$ cat config.mk
export PLATFORM = sky130hd
export DESIGN_NAME = bus_arbiter_flat
export DESIGN_NICKNAME = d
export VERILOG_FILES = /design/src/rtl/bus_arbiter_pkg.sv /design/src/rtl/bus_arbiter_if.sv /design/src/rtl/bus_arbiter_rr_pick.sv /design/src/rtl/bus_arbiter.sv /design/src/flat_wrapper.sv
export SDC_FILE = /design/constraint.sdc
export NUM_CORES = 1
export LEC_CHECK = 0
export CAP_MARGIN = 20
export CORE_MARGIN = 5
export CORE_UTILIZATION = 33
export DETAILED_ROUTE_END_ITERATION = 10
export GPL_TIMING_DRIVEN = 0
export HOLD_SLACK_MARGIN = 0.02
export PLACE_DENSITY = 0.54
export SLEW_MARGIN = 20
export SYNTH_ARGS = -nofsm -noshare
export SYNTH_HDL_FRONTEND = slang
export SYNTH_HIERARCHICAL = 1
export SYNTH_SLANG_ARGS = --single-unit
$ cat constraint.sdc
create_clock -name CLK -period 1.9 [get_ports CLK]
set_input_delay 0.38 -clock CLK [delete_from_list [all_inputs] [get_ports CLK]]
set_output_delay 0.38 -clock CLK [all_outputs]
set_load 0.05 [all_outputs]
$ cat src/rtl/bus_arbiter_pkg.sv
// -----------------------------------------------------------------------------
// bus_arbiter_pkg
// Shared types for the RAM-port arbiter: the RAM handshake state reported by
// the memory model, the arbiter FSM states, the default burst length and a
// width helper for index fields that must stay at least one bit wide.
// No ports (package).
// -----------------------------------------------------------------------------
package bus_arbiter_pkg;

  // RAM handshake state as reported by the memory side.
  typedef enum logic [1:0] {
    FREE   = 2'd0,
    BUSY   = 2'd1,
    ACCESS = 2'd2,
    ERROR  = 2'd3
  } ramstate_t;

  // Arbiter FSM: waiting for a request, or running a granted burst.
  typedef enum logic {
    IDLE = 1'b0,
    XFER = 1'b1
  } arb_state_t;

  // Words per dcache block transfer (icache always moves one word).
  localparam int WORDS_PER_BLOCK_DEF = 2;

  // $clog2 that never returns 0, so a field for one item is still 1 bit.
  function automatic int clog2_min1(input int n);
    return (n > 1) ? $clog2(n) : 1;
  endfunction

endpackage

$ cat src/rtl/bus_arbiter_if.sv
// -----------------------------------------------------------------------------
// bus_arbiter_if
// Request/grant bundle between the cache requesters + RAM model and the
// arbiter.
//   dreq/dwrite/ireq : per-core cache requests (dwrite qualifies dreq)
//   ramstate         : RAM handshake state
//   grant_*          : current owner, its class and burst word index
//   ram_ren/ram_wen  : RAM enables for the owner
//   done/abort       : one-cycle burst completion / owner-drop pulses
// Modports: slave = arbiter side, master = requester/memory side.
// -----------------------------------------------------------------------------
interface bus_arbiter_if #(
  parameter int CPUS            = 2,
  parameter int WORDS_PER_BLOCK = bus_arbiter_pkg::WORDS_PER_BLOCK_DEF
);
  import bus_arbiter_pkg::*;

  localparam int CW = clog2_min1(CPUS);
  localparam int WW = clog2_min1(WORDS_PER_BLOCK);

  logic [CPUS-1:0] dreq;
  logic [CPUS-1:0] dwrite;
  logic [CPUS-1:0] ireq;
  ramstate_t       ramstate;
  logic            grant_valid;
  logic [CW-1:0]   grant_cpu;
  logic            grant_is_data;
  logic [WW-1:0]   grant_word;
  logic            ram_ren;
  logic            ram_wen;
  logic            done;
  logic            abort;

  modport slave (
    input  dreq, dwrite, ireq, ramstate,
    output grant_valid, grant_cpu, grant_is_data, grant_word,
    output ram_ren, ram_wen, done, abort
  );

  modport master (
    output dreq, dwrite, ireq, ramstate,
    input  grant_valid, grant_cpu, grant_is_data, grant_word,
    input  ram_ren, ram_wen, done, abort
  );

endinterface

$ cat src/rtl/bus_arbiter_rr_pick.sv
// -----------------------------------------------------------------------------
// bus_arbiter_rr_pick
// Combinational round-robin picker: finds the first set request bit at or
// after the pointer, wrapping modulo CPUS.
//   req_i : request vector      ptr_i : search start
//   any_o : some bit is set     idx_o : winning index
// -----------------------------------------------------------------------------
module bus_arbiter_rr_pick #(
  parameter int CPUS = 2,
  parameter int CW   = bus_arbiter_pkg::clog2_min1(CPUS)
) (
  input  logic [CPUS-1:0] req_i,
  input  logic [CW-1:0]   ptr_i,
  output logic            any_o,
  output logic [CW-1:0]   idx_o
);

  int cand_s;

  // Scan offsets from farthest to nearest so the nearest request wins last.
  always_comb begin
    any_o  = 1'b0;
    idx_o  = '0;
    cand_s = 0;
    for (int k = CPUS - 1; k >= 0; k--) begin
      cand_s = int'(ptr_i) + k;
      if (cand_s >= CPUS) begin
        cand_s = cand_s - CPUS;
      end else begin
        cand_s = cand_s;
      end
      if (req_i[cand_s[CW-1:0]]) begin
        any_o = 1'b1;
        idx_o = cand_s[CW-1:0];
      end else begin
        any_o = any_o;
      end
    end
  end

endmodule

$ cat src/rtl/bus_arbiter.sv
// -----------------------------------------------------------------------------
// bus_arbiter
// Owns the single shared RAM port on behalf of 2*CPUS cache requesters.
// Policy: aged (boosted) icache > dcache > icache, round-robin per class.
//   CLK, nRST : clock, asynchronous active-low reset
//   bus_if    : bus_arbiter_if.slave (requests in, grant/enables/pulses out)
// -----------------------------------------------------------------------------
module bus_arbiter #(
  parameter int CPUS            = 2,
  parameter int WORDS_PER_BLOCK = bus_arbiter_pkg::WORDS_PER_BLOCK_DEF,
  parameter int AGE_LIMIT       = 8
) (
  input  logic               CLK,
  input  logic               nRST,
  bus_arbiter_if.slave       bus_if
);
  import bus_arbiter_pkg::*;

  localparam int CW = clog2_min1(CPUS);
  localparam int WW = clog2_min1(WORDS_PER_BLOCK);
  localparam int AW = $clog2(AGE_LIMIT + 1);

  arb_state_t    state_q, state_d;
  logic [CW-1:0] cpu_q, cpu_d, dptr_q, dptr_d, iptr_q, iptr_d;
  logic          is_data_q, is_data_d, wflag_q, wflag_d;
  logic [WW-1:0] word_q, word_d;
  logic [AW-1:0] age_q [CPUS];
  logic [AW-1:0] age_d [CPUS];

  logic [CPUS-1:0] boost_s;
  logic            boost_any_s, data_any_s, inst_any_s;
  logic [CW-1:0]   boost_idx_s, data_idx_s, inst_idx_s;
  logic            win_s, win_data_s;
  logic [CW-1:0]   win_cpu_s;
  logic            in_xfer_s, owner_req_s, last_word_s, accept_s;

  function automatic logic [CW-1:0] inc_ptr(input logic [CW-1:0] p);
    logic [CW-1:0] r;
    if (int'(p) >= CPUS - 1) begin
      r = '0;
    end else begin
      r = p + 1'b1;
    end
    return r;
  endfunction

  // An icache request is boosted only while still asserted and fully aged.
  always_comb begin
    boost_s = '0;
    for (int c = 0; c < CPUS; c++) begin
      boost_s[c] = bus_if.ireq[c] && (age_q[c] == AW'(AGE_LIMIT));
    end
  end

  bus_arbiter_rr_pick #(.CPUS(CPUS), .CW(CW)) u_pick_boost (
    .req_i(boost_s), .ptr_i(iptr_q), .any_o(boost_any_s), .idx_o(boost_idx_s));
  bus_arbiter_rr_pick #(.CPUS(CPUS), .CW(CW)) u_pick_data (
    .req_i(bus_if.dreq), .ptr_i(dptr_q), .any_o(data_any_s), .idx_o(data_idx_s));
  bus_arbiter_rr_pick #(.CPUS(CPUS), .CW(CW)) u_pick_inst (
    .req_i(bus_if.ireq), .ptr_i(iptr_q), .any_o(inst_any_s), .idx_o(inst_idx_s));

  // Class priority between the three pickers.
  always_comb begin
    win_s      = 1'b0;
    win_data_s = 1'b0;
    win_cpu_s  = '0;
    if (boost_any_s) begin
      win_s     = 1'b1;
      win_cpu_s = boost_idx_s;
    end else if (data_any_s) begin
      win_s      = 1'b1;
      win_data_s = 1'b1;
      win_cpu_s  = data_idx_s;
    end else if (inst_any_s) begin
      win_s     = 1'b1;
      win_cpu_s = inst_idx_s;
    end else begin
      win_s = 1'b0;
    end
  end

  assign in_xfer_s   = (state_q == XFER);
  assign owner_req_s = is_data_q ? bus_if.dreq[cpu_q] : bus_if.ireq[cpu_q];
  assign last_word_s = is_data_q ? (word_q == WW'(WORDS_PER_BLOCK - 1)) : (word_q == '0);
  assign accept_s    = in_xfer_s && owner_req_s && (bus_if.ramstate == ACCESS);

  // Abort and the RAM enables are gated by the live owner request so a drop
  // is seen (and the RAM released) in the same cycle.
  assign bus_if.grant_valid   = in_xfer_s;
  assign bus_if.grant_cpu     = cpu_q;
  assign bus_if.grant_is_data = is_data_q;
  assign bus_if.grant_word    = word_q;
  assign bus_if.ram_ren       = in_xfer_s && owner_req_s && !wflag_q;
  assign bus_if.ram_wen       = in_xfer_s && owner_req_s && wflag_q;
  assign bus_if.abort         = in_xfer_s && !owner_req_s;
  assign bus_if.done          = accept_s && last_word_s;

  // FSM next state: grant in IDLE, count accepted words in XFER.
  always_comb begin
    state_d   = state_q;
    cpu_d     = cpu_q;
    is_data_d = is_data_q;
    wflag_d   = wflag_q;
    word_d    = word_q;
    dptr_d    = dptr_q;
    iptr_d    = iptr_q;
    case (state_q)
      IDLE: begin
        if (win_s) begin
          state_d   = XFER;
          cpu_d     = win_cpu_s;
          is_data_d = win_data_s;
          wflag_d   = win_data_s && bus_if.dwrite[win_cpu_s];
          word_d    = '0;
        end else begin
          state_d = IDLE;
        end
      end
      XFER: begin
        if (!owner_req_s) begin
          state_d = IDLE;
          word_d  = '0;
        end else if (accept_s) begin
          if (last_word_s) begin
            state_d = IDLE;
            word_d  = '0;
            if (is_data_q) begin
              dptr_d = inc_ptr(cpu_q);
            end else begin
              iptr_d = inc_ptr(cpu_q);
            end
          end else begin
            word_d = word_q + 1'b1;
          end
        end else begin
          state_d = XFER;
        end
      end
      default: begin
        state_d = IDLE;
        word_d  = '0;
      end
    endcase
  end

  // Icache ageing: count while waiting, freeze while owning, clear on grant/drop.
  always_comb begin
    for (int c = 0; c < CPUS; c++) begin
      age_d[c] = age_q[c];
      if (!bus_if.ireq[c]) begin
        age_d[c] = '0;
      end else if (!in_xfer_s && win_s && !win_data_s && (win_cpu_s == CW'(c))) begin
        age_d[c] = '0;
      end else if (in_xfer_s && !is_data_q && (cpu_q == CW'(c))) begin
        age_d[c] = age_q[c];
      end else if (age_q[c] != AW'(AGE_LIMIT)) begin
        age_d[c] = age_q[c] + 1'b1;
      end else begin
        age_d[c] = age_q[c];
      end
    end
  end

  // State registers.
  always_ff @(posedge CLK or negedge nRST) begin
    if (!nRST) begin
      state_q   <= IDLE;
      cpu_q     <= '0;
      is_data_q <= 1'b0;
      wflag_q   <= 1'b0;
      word_q    <= '0;
      dptr_q    <= '0;
      iptr_q    <= '0;
      for (int c = 0; c < CPUS; c++) begin
        age_q[c] <= '0;
      end
    end else begin
      state_q   <= state_d;
      cpu_q     <= cpu_d;
      is_data_q <= is_data_d;
      wflag_q   <= wflag_d;
      word_q    <= word_d;
      dptr_q    <= dptr_d;
      iptr_q    <= iptr_d;
      for (int c = 0; c < CPUS; c++) begin
        age_q[c] <= age_d[c];
      end
    end
  end

endmodule

$ cat src/flat_wrapper.sv
// flat-port wrapper written by rule: the top's interface ports become plain ports
module bus_arbiter_flat import bus_arbiter_pkg::*;
#(
  parameter int CPUS            = 2,
  parameter int WORDS_PER_BLOCK = bus_arbiter_pkg::WORDS_PER_BLOCK_DEF,
  parameter int AGE_LIMIT       = 8
)
  (CLK, nRST, bus_if_dreq, bus_if_dwrite, bus_if_ireq, bus_if_ramstate, bus_if_grant_valid, bus_if_grant_cpu, bus_if_grant_is_data, bus_if_grant_word, bus_if_ram_ren, bus_if_ram_wen, bus_if_done, bus_if_abort);
  bus_arbiter_if #(.CPUS(CPUS), .WORDS_PER_BLOCK(WORDS_PER_BLOCK)) bus_if_i ();
  input  logic CLK;
  input  logic nRST;
  input wire logic [$bits(bus_if_i.dreq)-1:0] bus_if_dreq;
  input wire logic [$bits(bus_if_i.dwrite)-1:0] bus_if_dwrite;
  input wire logic [$bits(bus_if_i.ireq)-1:0] bus_if_ireq;
  input wire logic [$bits(bus_if_i.ramstate)-1:0] bus_if_ramstate;
  output wire logic [$bits(bus_if_i.grant_valid)-1:0] bus_if_grant_valid;
  output wire logic [$bits(bus_if_i.grant_cpu)-1:0] bus_if_grant_cpu;
  output wire logic [$bits(bus_if_i.grant_is_data)-1:0] bus_if_grant_is_data;
  output wire logic [$bits(bus_if_i.grant_word)-1:0] bus_if_grant_word;
  output wire logic [$bits(bus_if_i.ram_ren)-1:0] bus_if_ram_ren;
  output wire logic [$bits(bus_if_i.ram_wen)-1:0] bus_if_ram_wen;
  output wire logic [$bits(bus_if_i.done)-1:0] bus_if_done;
  output wire logic [$bits(bus_if_i.abort)-1:0] bus_if_abort;
  assign bus_if_i.dreq = bus_if_dreq;
  assign bus_if_i.dwrite = bus_if_dwrite;
  assign bus_if_i.ireq = bus_if_ireq;
  assign bus_if_i.ramstate = bus_if_ramstate;
  assign bus_if_grant_valid = bus_if_i.grant_valid;
  assign bus_if_grant_cpu = bus_if_i.grant_cpu;
  assign bus_if_grant_is_data = bus_if_i.grant_is_data;
  assign bus_if_grant_word = bus_if_i.grant_word;
  assign bus_if_ram_ren = bus_if_i.ram_ren;
  assign bus_if_ram_wen = bus_if_i.ram_wen;
  assign bus_if_done = bus_if_i.done;
  assign bus_if_abort = bus_if_i.abort;
  bus_arbiter #(.CPUS(CPUS), .WORDS_PER_BLOCK(WORDS_PER_BLOCK), .AGE_LIMIT(AGE_LIMIT)) u_core (.CLK(CLK), .nRST(nRST), .bus_if(bus_if_i));
endmodule
After elaboration in Yosys (flattened, before gate mapping):

Cells that the tools add are included.

* output and inout port bits: 8
* bits in registers: 15
* word-level logic and storage cells: 136
* input bits: 10

* $add $sub $neg: 10
* muxes and demuxes: 63
* equal/unequal tests: 11
* order comparisons: 11
* bitwise operators: 5
* reductions and logical operators: 27

Operators by type and width (count)
* $mux 1: 53
* $mux 4: 8
* $logic_and 1x1->1: 16
* $lt 1x2->1 const B: 6
* $reduce_and 5->1: 2
* $add 4x1->4 const B: 2
* $eq 4x4->1 const B: 2
* $ne 4x4->1 const B: 2
* $reduce_and 2->1: 4
* $ne 3x1->1 const B: 2
* $ne 3x2->1 const B: 2
* $logic_not 1->1: 5
* $not 1->1: 5
* $add 1x1->2 const B: 2
* $ge 1x2->1 const B: 2
* $ge 2x2->1 const B: 2
* $pmux 1 s2: 2
* $sub 1x1->1 const B: 4
* $ne 3x3->1 const B: 1
* $add 1x1->1 const B: 2
* $eq 2x2->1 const B: 1
* $ne 2x1->1 const B: 1
* $ge 1x1->1 const B: 1

Logic depth before layout (Yosys ltp):

Gate-level depths: netlist of run 1.

* word-level depth: 15
* depth in mapped cells: 8
* depth with buffers taken out: 8

Hierarchy:

The synthesis of run 1 kept the hierarchy.

By module, submodules not included
* bus_arbiter: times used 1, area each 1068.5 um^2, cells each 119, seq. area each 375.4 um^2
* bus_arbiter_rr_pick: times used 3, area each 17.5 um^2, cells each 3, seq. area each 0.0 um^2

Worst setup path after synthesis of run 1:

No wires, ideal clock.

* kind: register to output
* start: register u_core.is_data_q (netlist: u_core/bus_if.grant_is_data)
* end: output bus_if_abort
* arrival time: 2080 ps
* cell stages (with the launch flop): 5
* required time: 1520 ps
* path slack: -560 ps
* cells stage by stage: dfrtp_1 > buf_2 > mux2i_1 > mux2i_1 > nor2b_1

* word-level cells in the longest chain between the ends: 3

Ends and longest elaborated chain
* start: declaration: RTL line bus_arbiter.sv:25 `logic is_data_q, is_data_d, wflag_q, wflag_d;`
* start signal: assignment: RTL line bus_arbiter.sv:180 `is_data_q <= is_data_d;`
* $mux 1: RTL line bus_arbiter.sv:83 `assign owner_req_s = is_data_q ? bus_if.dreq[cpu_q] : bus_if.ireq[cpu_q];`
* $logic_not 1->1: RTL line bus_arbiter.sv:95 `assign bus_if.abort = in_xfer_s && !owner_req_s;`
* $logic_and 1x1->1: RTL line bus_arbiter.sv:95
* end: declaration: RTL line flat_wrapper.sv:23 `output wire logic [$bits(bus_if_i.abort)-1:0] bus_if_abort;`

No other way between the ends.

Final worst setup path of run 1:

* start: input bus_if_ireq[0]
* end: output bus_if_ram_ren

* word-level cells in the longest chain between the ends: 5

Ends and longest elaborated chain
* start: declaration: RTL line flat_wrapper.sv:14 `input wire logic [$bits(bus_if_i.ireq)-1:0] bus_if_ireq;`
* $mux 1 (implied by the code) (2 in series): RTL line bus_arbiter.sv:83
* $mux 1: RTL line bus_arbiter.sv:83
* $logic_and 1x1->1 (2 in series): RTL line bus_arbiter.sv:93 `assign bus_if.ram_ren = in_xfer_s && owner_req_s && !wflag_q;`
* end: declaration: RTL line flat_wrapper.sv:20 `output wire logic [$bits(bus_if_i.ram_ren)-1:0] bus_if_ram_ren;`

No other way between the ends. The select of a mux whose other input is x is not followed.

==> out/results.txt, run 1 <==
Startpoint Class = input port
Total core area = 0.00331 sq mm
Final hold slack = 0.524 ns
Clk_skew = 0.00455 ns
Failing checks = setup timing
Power share of the sequential group = 0.240
Top cells by area, synth = dfrtp_1 (33%), ha_1 (5.6%), o21ai_0 (5.4%), inv_1 (5.4%), a221oi_1 (4.7%)
Row count = 21
Period utilization = 1.09
Post-Synthesis Net Count = 143
Commonest non-fill, non-tap cell in the layout = inv_1
Clock network power share = 0.092
Leakage = 0.708 nW
Yosys top cell by area = dfrtp_1
Worst path required time = 1.52 ns
Die ar. = 0.00466 sq mm
CP max stage cell = clkdlybuf4s50_1
Internal power = 0.00113 W
Rel. slew slack = 0.492
Grt ovf = 0
Nets = 179
Run status = finished, violations left
Worst-Margin Slew = 0.759 ns
Layout cell share with drive strength beyond 1 = 0.337
Clk root buf = clkbuf_4
Max H-tree Level = 1
R2r setup slk = 0.04 ns
Crit-path cells = clkdlybuf4s50_1, mux2_4, a2bb2oi_4, buf_4, nor2_4, buf_6
Port-buffer cells = 17
Initial antenna violation count = 0
Die W = 68.3 microns
Vias = 1,097
VDD IR max = 0.894 mV
Comb power frac = 0.668
Fin Setup TNS = -0.688 ns
Starting Density = 0.339
Cell family with most CP delay = buffers and inverters
Worst skew pair latency = 0.29 ns
Synthesized instance count = 128
R2r startpoint = u_core/age_q[4]
WS Path Type = input port to primary output
Max Cap Viol = 0
P&R area growth vs syn = 46.1%
Maximum number of pins on one net before global-route repair = 16
Ant diodes = 0
Most frequent cells in the layout = inv_1 (15), buf_4 (14), dfrtp_1 (13), o21ai_0 (12)
Setup violators final = 4
Cells on worst reg2reg path = 8
Worst setup EP type = primary output
TritonCTS clock tree = yes
Post-route antenna net violation count = 0
Largest stage delay, worst path = 0.49 ns
Synth top area share = 0.335
Crit path DAT = 1.70 ns
I/O pins = 18
Total design power = 0.00212 W
Die height = 68.3 microns
CTS Hold Buffers Added = 0
Register area share after synthesis = 0.335
First-pass GRT wire length = 4840 microns
Worst Path Buf+Inv = 3
RSZ-0062 raised after global routing = yes
PD cells = 1290 mW/mm^2
DRC = 0
DRT Pass-1 Iters = 4
Post-Route WL = 2930 microns
Num CTS Buffers = 3
Sink Count = 15
HPWL Detailed = 2130 microns
Final WS setup = -0.177 ns
Levels on crit path = 6
Via/cell ratio = 5.25
Final Hold Vio Count = 0
HP Class = input port to asynchronous set/reset pin
Initial drt markers = 36
Final Max Slew Viols = 0
Synth Warn # = 6
Final min period = 2.08 ns
GRT Total Usage = 0.138
Fmax = 0.481 GHz
Critical R2R Capture = u_core/age_q[2]
P_sw = 0.000986 W
Clock-pin slew on the worst setup and hold paths = 0.10 ns
GP Congestion = 0.813
Max Buffers Root-to-Sink = 2
Cell area after synthesis = 0.00112 sq mm
Yosys cell types = 36
Switching part of the total = 0.465
Routed len/inst = 14.0 microns
Vias in the first global route = 1,065
Synthesized area per cell = 8.76 sq um
CP Max Fanout = 5
Post-synthesis register bit count = 15
# fillers = 333
power by group through the flow:
stage,Clock [W],Sequential (W),Combinational [W]
finish,0.000195,0.000509,0.00142
global route,0.000224,0.000524,0.00152
CTS,0.000203,0.000509,0.00132
detailed placement,0,0.000521,0.00115
global placement,0,0.000525,0.00113
floorplan,0,0.000622,0.000742
area by class of cell:
cell class / count / area, sq um / area share
clock inverters: 1 / 5.00 / 0.00306
repair buffers: 31 / 283 / 0.173
clock buffers: 3 / 22.5 / 0.0138
well taps: 46 / 57.6 / 0.0351
multi-input cells: 93 / 802 / 0.490
inverters: 17 / 65.1 / 0.0397
plain buffers: 3 / 25.0 / 0.0153
flip-flops and latches: 15 / 378 / 0.231
metrics by stage:
step                      std cells   util  setup slack, ns  area [sq um]
after floorplan                 128      -          0.00951          1190
after global placement          191  0.427           -0.765          1410
after detailed placement        191  0.427           -0.768          1410
final                           209  0.495           -0.177          1640
after CTS                       203  0.469           -0.176          1550
after global routing            209  0.495           -0.220          1640
flip-flops by register name (all words and copies together) (netlist names):
| signal | flops |
|---|---|
| u_core/age_q | 8 |
| u_core/bus_if.grant_cpu | 1 |
| u_core/bus_if.grant_is_data | 1 |
| u_core/bus_if.grant_valid | 1 |
| u_core/bus_if.grant_word | 1 |
| u_core/dptr_q | 1 |
| u_core/iptr_q | 1 |
| u_core/wflag_q | 1 |
kinds of logic (layout without fill, tap and decap cells):
group / Yosys count / after routing / synth area share
mux: 6 / 6 / 0.0569
compound gates: 37 / 37 / 0.238
simple gates: 45 / 45 / 0.243
fa+ha+maj: 5 / 5 / 0.0558
flops: 15 / 15 / 0.335
buf+inv: 20 / 55 / 0.0714
synthesized netlist by cell type, drive strengths merged:
cell type,count
a31o,1
nand2,3
nand3,9
a2bb2oi,1
a21boi,3
a22oi,2
nor2b,5
o22ai,1
or3b,1
nor3b,2
or4,1
nor3,1
o31ai,1
o21ai,13
o221ai,2
nand2b,2
a21oi,4
a221oi,8
nand3b,5
and3b,3
nor4bb,1
nand4,2
mux2,3
inv,16
or2,3
a22o,1
mux2i,3
dfrtp,15
buf,3
clkinvlp,1
ha,5
nor2,5
or3,2
worst max path at each step:
stage                                            from        endpoint  slack, ns
after floorplan           u_core/bus_if.grant_is_data    bus_if_abort       0.01
after global placement                 bus_if_ireq[1]    bus_if_abort      -0.77
after detailed placement               bus_if_ireq[1]    bus_if_abort      -0.77
after CTS                 u_core/bus_if.grant_is_data  bus_if_ram_ren      -0.18
after global routing      u_core/bus_if.grant_is_data  bus_if_ram_ren      -0.22
final                                  bus_if_ireq[0]  bus_if_ram_ren      -0.18
layer usage:
metal | track usage | share of wire
met1 | 0.163 | 0.46
met2 | 0.244 | 0.50
met3 | 0.0246 | 0.020
met4 | 0.0521 | 0.015
met5 | 0 | 0
timing repair:
action | CTS | global route
pin swaps | 1 | 5
hold endpoints to repair | 0 | 0
buffers inserted | 8 | 6
endpoints found under the setup margin | 17 | 15
gates resized for setup | 43 | 10
Note: power is estimated with default switching activity, not from simulation.
==> run 2: changes to the inputs <==
Settings changed: CORE_MARGIN 5 to 2.
Clock period 1.9 ns to 2.31 ns, I/O delays scaled along.
==> out/results.txt, run 2 (synthesis gave the netlist of run 1 again) <==
Run status = complete, no violations
# fillers = 365 (+9.6%)
Vias = 1,076 (-1.9%)
P&R area growth vs syn = 27.3%
Switching part of the total = 0.487 (+0.0216)
DRT Pass-1 Iters = 4 (unchanged)
Leakage = 0.609 nW (-14%)
Die height = 62.3 microns (-8.8%)
CP Max Fanout = 5 (unchanged)
Period utilization = 0.982
Maximum number of pins on one net before global-route repair = 16 (unchanged)
Routed len/inst = 14.4 microns (+2.6%)
WS Path Type = input port to primary output
HPWL Detailed = 2100 microns (-1.8%)
Fin Setup TNS = 0 ns (+0.688 ns)
PD cells = 1060 mW/mm^2 (-18%)
GRT Total Usage = 0.160 (+0.0224)
Biggest register = u_core/age_q
Nets = 168 (-6.1%)
HP Class = flop to flop
First-pass GRT wire length = 4980 microns (+3.0%)
Comb power frac = 0.618 (-0.050)
Max H-tree Level = 1 (unchanged)
Max Buffers Root-to-Sink = 2 (unchanged)
Die ar. = 0.00388 sq mm (-17%)
Clk_skew = 0.00819 ns (+0.00363 ns)
Initial drt markers = 39 (+8.3%)
Commonest non-fill, non-tap cell in the layout = inv_1
Clk root buf = clkbuf_4
Worst skew pair latency = 0.29 ns (about the same)
RSZ-0062 raised after global routing = no
Vias in the first global route = 1,121 (+5.3%)
Clock-pin slew on the worst setup and hold paths = 0.09 ns (about the same)
Fmax = 0.441 GHz
Power share of the sequential group = 0.278 (+0.038)
Final hold slack = 0.561 ns (+0.0371 ns)
Layout cell share with drive strength beyond 1 = 0.184 (-0.153)
Row count = 21 (unchanged)
Sink Count = 15 (unchanged)
R2r startpoint = u_core/age_q[4]
Via/cell ratio = 5.43 (+3.5%)
Worst Setup EP = bus_if_ram_wen
Num CTS Buffers = 3 (unchanged)
Max Cap Viol = 0 (unchanged)
Fin util = 0.431 (-0.0635)
Worst path required time = 1.85 ns (+0.33 ns)
Rel. slew slack = 0.497 (+0.00504)
GP Congestion = 0.837 (+3.0%)
Total core area = 0.00331 sq mm (unchanged)
Ant diodes = 0 (unchanged)
Critical R2R Capture = u_core/bus_if.grant_word
Post-Route WL = 2850 microns (-2.8%)
Final min period = 2.27 ns
DRC = 0 (unchanged)
I/O pins = 18 (unchanged)
Post-route antenna net violation count = 0 (unchanged)
Initial antenna violation count = 0 (unchanged)
Setup violators final = 0 (-4)
R2r setup slk = 0.23 ns (+0.19 ns)
Clock network power share = 0.104 (+0.012)
P_sw = 0.000740 W (-25%)
CP startpoint = bus_if_ireq[0]
Most frequent cells in the layout = inv_1 (16), dfrtp_1 (14), clkdlybuf4s50_1 (13), o21ai_0 (12), nand3_1 (9)
Internal power = 0.000780 W (-31%)
Startpoint Class = input port
VDD IR max = 0.610 mV (-32%)
Die W = 62.3 microns (-8.8%)
Starting Density = 0.339 (unchanged)
Crit path DAT = 1.81 ns (+0.11 ns)
Max reg flops = 8 (unchanged)
Cells on worst reg2reg path = 8 (unchanged)
Worst-Margin Slew = 0.751 ns (-0.00754 ns)
Port-buffer cells = 17 (unchanged)
Worst setup EP type = primary output
TritonCTS clock tree = yes
Final Hold Vio Count = 0 (unchanged)
Final Max Slew Viols = 0 (unchanged)
Grt ovf = 0 (unchanged)
## run 2: cell count changes in the layout (fill, tap and decap cells not counted), sizes merged
cell           before  now
buf                21    9
clkbuf              3    5
clkdlybuf4s50       9   13
clkinv              1    0
dlygate4sd2         3    0
dlymetal6s2s        1    0
## run 2: power groups by stage
stage	sequential [W]	combinational, W	clock, W
final	0.000422	0.000940	0.000158
after global routing	0.000433	0.00102	0.000185
after CTS	0.000425	0.000895	0.000167
after detailed placement	0.000429	0.000858	0
after global placement	0.000426	0.000838	0
after floorplan	0.000504	0.000524	0
## run 2: final cells by class
type                            count  area (sq um)  area share
Timing Repair Buffer               20           175       0.123
Tap cell                           46          57.6      0.0403
Multi-Input combinational cell     93           706       0.494
Buffer                              3          21.3      0.0149
Sequential cell                    15           377       0.264
Clock buffer                        4          26.3      0.0184
Inverter                           17          65.1      0.0456
## run 2: worst min-delay path by stage
| stage | from | to | slack [ns] | cells past startpoint |
|---|---|---|---|---|
| finish | u_core/wflag_q | u_core/wflag_q | 0.56 | 2 |
| global route | u_core/dptr_q | u_core/dptr_q | 0.61 | 2 |
| global placement | u_core/wflag_q | u_core/wflag_q | 0.55 | 2 |
| CTS | u_core/wflag_q | u_core/wflag_q | 0.57 | 2 |
| floorplan | nRST | u_core/age_q[0] | 0.17 | 0 |
| detailed placement | u_core/wflag_q | u_core/wflag_q | 0.54 | 2 |
## run 2: what timing repair did
item	CTS	global route
pin swaps	0	1
endpoints found under the setup margin	4	4
gates resized for setup	26	2
setup buffers	0	3
hold buffers	0	0
## run 2: layer usage
metal | vias to the layer above | GRT usage | share of wire
met3 | 7 | 0.0290 | 0.035
li1 | 522 | - | -
met5 | - | 0 | 0
met1 | 523 | 0.208 | 0.48
met2 | 24 | 0.255 | 0.46
met4 | 0 | 0.0806 | 0.023
## run 2: worst max-delay path: stages
cell	delay [ns]
clkdlybuf4s50_1	0.48
mux2_2	0.35
a2bb2oi_4	0.24
nor2b_2	0.06
buf_2	0.21
## run 2: metrics by stage
stage	worst slack, ns	instance area, sq um	total power, W	cells
detailed placement	-0.695	1360	0.00129	191
finish	0.0412	1430	0.00152	198
floorplan	0.00969	1130	0.00103	128
global route	0.0118	1430	0.00163	198
CTS	0.00969	1400	0.00149	195
global placement	-0.716	1360	0.00126	191
==> run 3: changes to the inputs <==
Settings changed: CORE_UTILIZATION 33 to 35, PLACE_DENSITY 0.54 to 0.56.
==> out/results.txt, run 3 (synthesis gave the netlist of run 1 again) <==
Run status = complete, no violations
Num CTS Buffers = 3 (unchanged)
Routed len/inst = 13.7 microns (-4.7%)
Max Buffers Root-to-Sink = 2 (unchanged)
CP startpoint = bus_if_dreq[0]
VDD IR max = 0.561 mV (-8.0%)
GP Congestion = 0.760 (-9.2%)
Via/cell ratio = 5.41 (-0.44%)
Sink Count = 15 (unchanged)
# fillers = 326 (-11%)
Hold Path Depth = 2 (unchanged)
P&R area growth vs syn = 27.0%
Most frequent cells in the layout = inv_1 (16), dfrtp_1 (15), clkdlybuf4s50_1 (12), o21ai_0 (12), nand3_1 (9)
Final Hold Vio Count = 0 (unchanged)
TritonCTS clock tree = yes
R2r startpoint = u_core/age_q[0]
Final Max Slew Viols = 0 (unchanged)
Post-Route WL = 2680 microns (-6.1%)
Total core area = 0.00305 sq mm (-7.8%)
Max H-tree Level = 1 (unchanged)
Startpoint Class = input port
PD cells = 1050 mW/mm^2 (-1.8%)
Commonest non-fill, non-tap cell in the layout = inv_1
Starting Density = 0.367 (+0.0286)
Levels on crit path = 5 (unchanged)
Biggest register = u_core/age_q
Nets = 167 (-0.60%)
Period utilization = 0.976 (-0.00661)
Grt ovf = 0 (unchanged)
HP Class = flop to flop
Hold endpoint = u_core/dptr_q
Layout cell share with drive strength beyond 1 = 0.185 (+0.00122)
Clk root buf = clkbuf_4
GRT Total Usage = 0.173 (+0.0125)
Max Cap Viol = 0 (unchanged)
Final Non-Filler Cells = 195 (-1.5%)
Post-route antenna net violation count = 0 (unchanged)
Die height = 60.6 microns (-2.7%)
Setup violators final = 0 (unchanged)
Rel. slew slack = 0.515 (+0.0173)
Leakage = 0.614 nW (+0.84%)
Cells on worst reg2reg path = 8 (unchanged)
CTS Hold Buffers Added = 0 (unchanged)
Worst-Margin Slew = 0.726 ns (-0.0259 ns)
Crit path DAT = 1.79 ns (-0.02 ns)
HPWL Detailed = 2050 microns (-2.4%)
Clk_skew = 0.00395 ns (-0.00423 ns)
DRC = 0 (unchanged)
WS Path Type = input port to primary output
Row count = 20 (-4.8%)
Critical R2R Capture = u_core/age_q[0]
Crit-path cells = clkdlybuf4s50_1, mux2_2, a2bb2oi_4, nor2b_2, buf_2
I/O pins = 18 (unchanged)
CP Max Fanout = 4 (-1)
CP max stage cell = clkdlybuf4s50_1
Flip-flop and latch area = 375 sq um (-0.33%)
Fmax = 0.444 GHz (+0.68%)
Initial antenna violation count = 0 (unchanged)
Die W = 60.6 microns (-2.7%)
Max reg flops = 8 (unchanged)
Vias = 1,055 (-2.0%)
Port-buffer cells = 17 (unchanged)
First-pass GRT wire length = 4710 microns (-5.4%)
Worst setup EP type = primary output
Worst path required time = 1.85 ns (about the same)
Min-delay src = u_core/dptr_q
Worst Path Buf+Inv = 2 (unchanged)
Area of the multi-input gates = 709 sq um (+0.53%)
Initial drt markers = 43 (+10%)
Cell family with most CP delay = buffers and inverters
R2r setup slk = 0.24 ns (about the same)
Worst skew pair latency = 0.29 ns (about the same)
Maximum number of pins on one net before global-route repair = 16 (unchanged)
Clock-pin slew on the worst setup and hold paths = 0.09 ns (about the same)
Largest stage delay, worst path = 0.48 ns (about the same)
Placed cell count = 189 (-1.0%)
Vias in the first global route = 1,028 (-8.3%)
DRT Pass-1 Iters = 5 (+1)
Ant diodes = 0 (unchanged)
Die ar. = 0.00367 sq mm (-5.4%)
Fin Setup TNS = 0 ns (unchanged)
Final min period = 2.25 ns (-0.0153 ns)
RSZ-0062 raised after global routing = no
[run 3: changes by cell type in the layout (fill, tap and decap cells not counted), sizes merged]
cell	previous run	this run
clkinv	0	1
clkdlybuf4s50	13	12
clkbuf	5	4
buf	9	8
dlymetal6s2s	0	1
[run 3: where the power goes]
part / leakage (nW) / total (W) / switching [W] / internal [W]
sequential: 0.186 / 0.000418 / 0.0000822 / 0.000336
clock: 0.0177 / 0.000155 / 0.0000905 / 0.0000644
combinational: 0.410 / 0.000917 / 0.000547 / 0.000369
total: 0.614 / 0.00149 / 0.000720 / 0.000769
[run 3: worst min-delay path, delay by kind of cell (launching register included)]
family             cells  cell delay [ns]
AOI/OAI and AO/OA      1             0.09
and+or+nand+nor        1             0.08
DFF                    1             0.38
[run 3: worst max-delay path by stage]
stage                     slack [ns]        endpoint
after detailed placement       -0.69  bus_if_ram_wen
final                           0.06  bus_if_ram_wen
after floorplan                 0.01    bus_if_abort
after global placement         -0.68     bus_if_done
after global routing           0.003     bus_if_done
after CTS                     0.0006  bus_if_ram_wen
[run 3: cell type report]
type                    instances  area share
multi-input cells              93       0.498
flip-flops and latches         15       0.264
repair buffers                 19       0.120
inverters                      17      0.0457
well taps                      44      0.0387
clock buffers                   3      0.0158
plain buffers                   3      0.0149
clock inverters                 1     0.00351
[run 3: metrics by stage]
stage                     hold slack, ns  total power, W  setup slack, ns  instance area, sq um   util
after floorplan                    0.166         0.00103          0.00969                  1130      -
after global placement             0.563         0.00126           -0.684                  1360  0.444
after detailed placement           0.559         0.00127           -0.691                  1360  0.444
after CTS                          0.586         0.00146         0.000585                  1400  0.457
after global routing               0.619         0.00162          0.00334                  1420  0.466
final                              0.586         0.00149           0.0565                  1420  0.466
[run 3: timing repair]
item / CTS / global route
endpoints found under the setup margin: 4 / 4
gates resized for setup: 25 / 4
pin swaps: 0 / 1
setup buffers: 0 / 2
[run 3: per-layer routing]
layer / global-route usage / wire length (microns) / vias up
met3: 0.0490 / 114 / 2
met2: 0.281 / 1340 / 23
li1: - / - / 516
met1: 0.229 / 1200 / 514
met5: 0 / 0 / -
met4: 0.0373 / 14 / 0
